### src/rtl/exp_arbiter.sv
// Two-requester round-robin front end for a shared exponent engine. One job is in flight at a
// time; a job that outlives TIMEOUT cycles in WAIT is answered with an error response.
module exp_arbiter #(
  parameter int unsigned TIMEOUT = 1024
) (
  input  logic        clock,
  input  logic        reset_n,

  input  logic        req0_valid,
  output logic        req0_ready,
  input  logic [31:0] req0_x,
  input  logic [31:0] req0_a,
  input  logic        req1_valid,
  output logic        req1_ready,
  input  logic [31:0] req1_x,
  input  logic [31:0] req1_a,

  output logic        rsp0_valid,
  input  logic        rsp0_ready,
  output logic [31:0] rsp0_p,
  output logic        rsp0_err,
  output logic        rsp1_valid,
  input  logic        rsp1_ready,
  output logic [31:0] rsp1_p,
  output logic        rsp1_err,

  output logic        eng_start,
  output logic [31:0] eng_x,
  output logic [31:0] eng_a,
  input  logic        eng_idle,
  input  logic        eng_done,
  input  logic [31:0] eng_p,

  output logic [15:0] jobs_done,
  output logic [7:0]  err_count
);

  typedef enum logic [1:0] {StIdle, StIssue, StWait, StRespond} state_e;

  localparam logic [15:0] TimerLast = 16'(TIMEOUT - 1);

  state_e      state_q, state_d;
  logic        owner_q, owner_d;
  logic        last_q, last_d;
  logic [31:0] x_q, x_d;
  logic [31:0] a_q, a_d;
  logic [31:0] p_q, p_d;
  logic        err_q, err_d;
  logic [15:0] timer_q, timer_d;
  logic [15:0] jobs_q, jobs_d;
  logic [7:0]  errs_q, errs_d;

  logic grant;
  logic accept;
  logic rsp_fire;
  logic timeout;

  // A lone requester always wins; on a tie the one not served last wins.
  always_comb begin
    if (req0_valid && req1_valid) begin
      grant = ~last_q;
    end else begin
      grant = req1_valid;
    end
  end

  assign accept   = reset_n && (state_q == StIdle) && eng_idle && (req0_valid || req1_valid);
  assign rsp_fire = (state_q == StRespond) && (owner_q ? rsp1_ready : rsp0_ready);
  assign timeout  = (timer_q == TimerLast);

  always_ff @(posedge clock) begin
    if (!reset_n) begin
      state_q <= StIdle;
      owner_q <= 1'b0;
      last_q  <= 1'b1;
      x_q     <= '0;
      a_q     <= '0;
      p_q     <= '0;
      err_q   <= 1'b0;
      timer_q <= '0;
      jobs_q  <= '0;
      errs_q  <= '0;
    end else begin
      state_q <= state_d;
      owner_q <= owner_d;
      last_q  <= last_d;
      x_q     <= x_d;
      a_q     <= a_d;
      p_q     <= p_d;
      err_q   <= err_d;
      timer_q <= timer_d;
      jobs_q  <= jobs_d;
      errs_q  <= errs_d;
    end
  end

  always_comb begin
    state_d = state_q;
    unique case (state_q)
      StIdle:    if (accept) state_d = StIssue;
      StIssue:   state_d = StWait;
      StWait:    if (eng_done || timeout) state_d = StRespond;
      StRespond: if (rsp_fire) state_d = StIdle;
      default:   state_d = StIdle;
    endcase
  end

  always_comb begin
    owner_d = owner_q;
    last_d  = last_q;
    x_d     = x_q;
    a_d     = a_q;
    p_d     = p_q;
    err_d   = err_q;
    timer_d = timer_q;
    jobs_d  = jobs_q;
    errs_d  = errs_q;
    unique case (state_q)
      StIdle: begin
        if (accept) begin
          owner_d = grant;
          last_d  = grant;
          x_d     = grant ? req1_x : req0_x;
          a_d     = grant ? req1_a : req0_a;
        end
      end
      StIssue: timer_d = '0;
      StWait: begin
        // A completion landing on the timeout cycle still counts as a normal result.
        if (eng_done) begin
          p_d   = eng_p;
          err_d = 1'b0;
        end else if (timeout) begin
          p_d   = '0;
          err_d = 1'b1;
        end else begin
          timer_d = timer_q + 16'd1;
        end
      end
      StRespond: begin
        if (rsp_fire) begin
          if (err_q) begin
            if (errs_q != 8'hFF) errs_d = errs_q + 8'd1;
          end else begin
            jobs_d = jobs_q + 16'd1;
          end
        end
      end
      default: ;
    endcase
  end

  // Every output is forced low while reset_n is held, before the synchronous reset lands.
  always_comb begin
    req0_ready = 1'b0;
    req1_ready = 1'b0;
    rsp0_valid = 1'b0;
    rsp0_p     = '0;
    rsp0_err   = 1'b0;
    rsp1_valid = 1'b0;
    rsp1_p     = '0;
    rsp1_err   = 1'b0;
    eng_start  = 1'b0;
    eng_x      = '0;
    eng_a      = '0;
    jobs_done  = '0;
    err_count  = '0;
    if (reset_n) begin
      req0_ready = accept && !grant;
      req1_ready = accept && grant;
      eng_start  = (state_q == StIssue);
      if (state_q == StIssue || state_q == StWait) begin
        eng_x = x_q;
        eng_a = a_q;
      end
      if (state_q == StRespond) begin
        if (owner_q) begin
          rsp1_valid = 1'b1;
          rsp1_p     = p_q;
          rsp1_err   = err_q;
        end else begin
          rsp0_valid = 1'b1;
          rsp0_p     = p_q;
          rsp0_err   = err_q;
        end
      end
      jobs_done = jobs_q;
      err_count = errs_q;
    end
  end

  a_ready_excl: assert property (@(posedge clock) disable iff (!reset_n)
    !(req0_ready && req1_ready));
  a_rsp_excl: assert property (@(posedge clock) disable iff (!reset_n)
    !(rsp0_valid && rsp1_valid));
  a_start_pulse: assert property (@(posedge clock) disable iff (!reset_n)
    eng_start |=> !eng_start);

endmodule

### config.mk
export PLATFORM = sky130hd
export DESIGN_NAME = exp_arbiter
export DESIGN_NICKNAME = d
export VERILOG_FILES = /design/src/rtl/exp_arbiter.sv
export SDC_FILE = /design/constraint.sdc
export NUM_CORES = 1
export LEC_CHECK = 0
export ABC_AREA = 1
export CAP_MARGIN = 10
export CORE_MARGIN = 2
export CORE_UTILIZATION = 30
export CTS_CLUSTER_SIZE = 8
export DETAILED_ROUTE_END_ITERATION = 6
export PLACE_DENSITY = 0.63
export SYNTH_ARGS = -nofsm -noshare
export SYNTH_HDL_FRONTEND = slang
export SYNTH_SLANG_ARGS = --single-unit
### constraint.sdc
create_clock -name clock -period 2.4 [get_ports clock]
set_input_delay 0.24 -clock clock [delete_from_list [all_inputs] [get_ports clock]]
set_output_delay 0.24 -clock clock [all_outputs]
set_load 0.05 [all_outputs]
==> results.yml <==
critical_path:
  critPathMaxStageDelay_ns: 0.39
  crit_required_ns: 2.16
  r2r-end: "p_q[4]$_SDFFE_PN0P_"
  r2r_slack_ns: 0.42
  crit_chain: "ha_2, inv_1, nor3_4, inv_1, buf_8, nor2_2, buf_12"
  crit_type: "reg -> out"
  cpMaxStageDelayCell: "dfxtp_1"
  path_max_fanout: 33
  worstPathArrival_ns: 2.03
  endpoint_kind: "primary output"
  reg2reg_depth: 8
  cp_common_cell: "inv_1"
  crit_path_start_kind: "flop"
  r2r_start: "timer_q[0]$_SDFFE_PN0P_"
hold_path:
  whs_endpoint: "err_q$_SDFFE_PN0P_"
  hold_path_class: "in -> reg"
  hold_path_depth: 3
  holdCritStartpoint: "reset_n"
pwr:
  vdd_ir_drop_max_mv: 0.399
  p_switching_mw: 2.43
  p_leak_nw: 4.89
  clkPwrFrac_pct: 36.0
  power.density_nw_per_um2: 566
  power_frac_comb_pct: 27.8
  swShare_pct: 33.1
  p_int_mw: 4.90
  power_frac_seq_pct: 36.2
routing:
  vias: 8212
  wl_per_cell_um: 14.2
  drcViolationCount: 0
  routed_wl_um: 25700
  drt_iter0_drc: 476
  ant_nets: 0
  drtPass1Iterations: 5
  via_per_inst: 4.53
grt:
  grt_pass1_wl_um: 41500
  antenna_found_initial: 0
  track_usage_pct: 20.0
  grt_overflow: 0
  grt_start_max_net_pins: 122
  grt_pass1_vias: 7975
logic_synthesis:
  synth_async_sr_flop_share_pct: 0
  yosysTopAreaCell: "dfxtp_1"
  synth_top_cell_area_share_pct: 38.4
  synth_edf_count: 0
  avgSynthCellArea_um2: 6.26
  synthesis.area_um2: 7360
  ys_seq_area_share_pct: 38.4
  synth.net_count: 1351
  yosys-top-cells-area: "dfxtp_1 38%, nand2_1 14%, nor2_1 12%"
  ys.flop_type: "dfxtp_1"
  synthCells: 1175
  ys_types: 34
  synth_seq_cells: 141
  yosys_warnings: 0
placement:
  place_ws_ns: 0.300
  dp.final_hpwl_um: 18700
  io_buffers: 326
  placedCellCount: 1780
  post_dp_cell_area_um2: 12300
  globalplace.congestion: 0.836
cts:
  cts_sinks: 141
  ctsHoldBuffers: 0
  clockBufferDepth: 2
  cts_buffers: 17
  clk-insertion-delay-late_ns: 0.42
  cts-root-buf: "clkbuf_16"
  path_clk_slew_ns: 0.06
  htreeDepth: 4
  cts_tree: "done"
timing:
  worst-slew-pin-transition_ns: 0.715
  fin_crit_ns: 2.27
  clock_skew_ns: 0.0123
  slew_headroom_pct: 52.2
  hold_violations: 0
  rsz0062_at_grt: "true"
  setup_ws_ns: 0.130
  finalCritPeriodShare_pct: 94.6
  max_freq_mhz: 441
  setup_viol_count_final: 0
  finalMaxSlewViolations: 0
final_layout:
  final_util_pct: 53.6
  fillCellCount: 2320
  drive_gt1_share_pct: 20.1
  layout_commonest_cell: "nand2_1"
  nNetsFinal: 1651
  insertedDiodeCount: 0
  fin_area_um2: 12900
  final_cell_mix: "277 x nand2_1, 178 x nor2_1, 169 x inv_1, 166 x clkdlybuf4s50_1, 141 x dfxtp_1"
  fin_cells: 1812
  area_growth_syn_to_layout_pct: 75.9
floorplanning:
  start_util_pct: 30.4
  die_w_um: 161
  core_um2: 24200
  ios: 327
  dieArea_um2: 25800
  rows: 57
  die_y_um: 161
run_status:
  status: "complete, no violations"
run:
  maxCapViolations: 0
## per-stage QoR
stage	power [mW]	TNS [ns]	hold WS [ns]
2_1_floorplan	3.87	0	0.370
3_3_place_gp	4.65	0	0.445
3_5_place_dp	4.69	0	0.452
4_1_cts	7.36	0	0.148
5_1_grt	7.75	-0.0116	0.208
6_report	7.33	0	0.193
## cell families after synthesis
group	Yosys count	share of synthesized area, %
flops	141	38.4
fa+ha+maj	8	1.36
simple gates	584	31.9
buf+inv	230	12.8
compound gates	204	14.7
xor+xnor	8	0.952
## layout make-up
class	instances	area, um2	area share, %
clock buffer	19	433	3.34
clock inverter	13	141	1.09
timing repair buffer	340	4710	36.4
inverter	171	644	4.98
multi-input combinational	804	3790	29.2
sequential	141	2820	21.8
tap	324	405	3.13
## worst max-delay path by stage
stage,startpoint,end
finish,state_q[0]$_SDFFE_PN0P_,rsp0_p[9]
global route,state_q[0]$_SDFFE_PN0P_,req0_ready
CTS,state_q[0]$_SDFFE_PN0P_,req0_ready
detailed placement,eng_idle,a_q[15]$_SDFFE_PN0P_
global placement,eng_idle,req0_ready
floorplan,state_q[0]$_SDFFE_PN0P_,rsp0_p[10]
## synth_stat cells, drive strengths merged, types with 4 or more instances
cell    count
a21oi     128
a31oi       7
buf        22
clkbuf     37
dfxtp     141
ha          8
inv       171
nand2     281
nand3      26
nand4       8
nor2      247
nor3       15
o21ai      68
xnor2       4
xor2        4
## routing by layer
metal	wire length (um)	track usage [%]	vias up	share of wire [%]
li1	-	-	4205	-
met1	10500	23.5	3743	41
met2	12700	34.5	239	49
met3	2130	7.36	25	8.3
met4	344	5.08	0	1.3
met5	0	0	-	0
## state kept, by name, summed over array words and instances, names as in the netlist
register	flops
a_q	32
err_q	1
errs_q	8
jobs_q	16
last_q	1
owner_q	1
p_q	32
state_q	2
timer_q	16
x_q	32
## critical path: cells and delay by family, from the launching register on
kind                       cells  cell delay [ns]
adders and majority gates      1             0.25
DFF                            1             0.39
buffers and inverters          4             0.54
and+or+nand+nor                2             0.40
## what timing repair did
item | in CTS | in global routing
buffers inserted | 0 | 0
resized for setup | 4 | 35
setup endpoints to repair | 6 | 92
## power by group through the flow
stage	clock (mW)	sequential, mW	combinational, mW
6_report	2.64	2.65	2.04
2_1_floorplan	0	2.68	1.19
3_3_place_gp	0	2.70	1.96
3_5_place_dp	0	2.70	1.98
4_1_cts	2.71	2.65	1.99
5_1_grt	2.81	2.68	2.26
No activity file was read; power rests on OpenSTA's default activity.
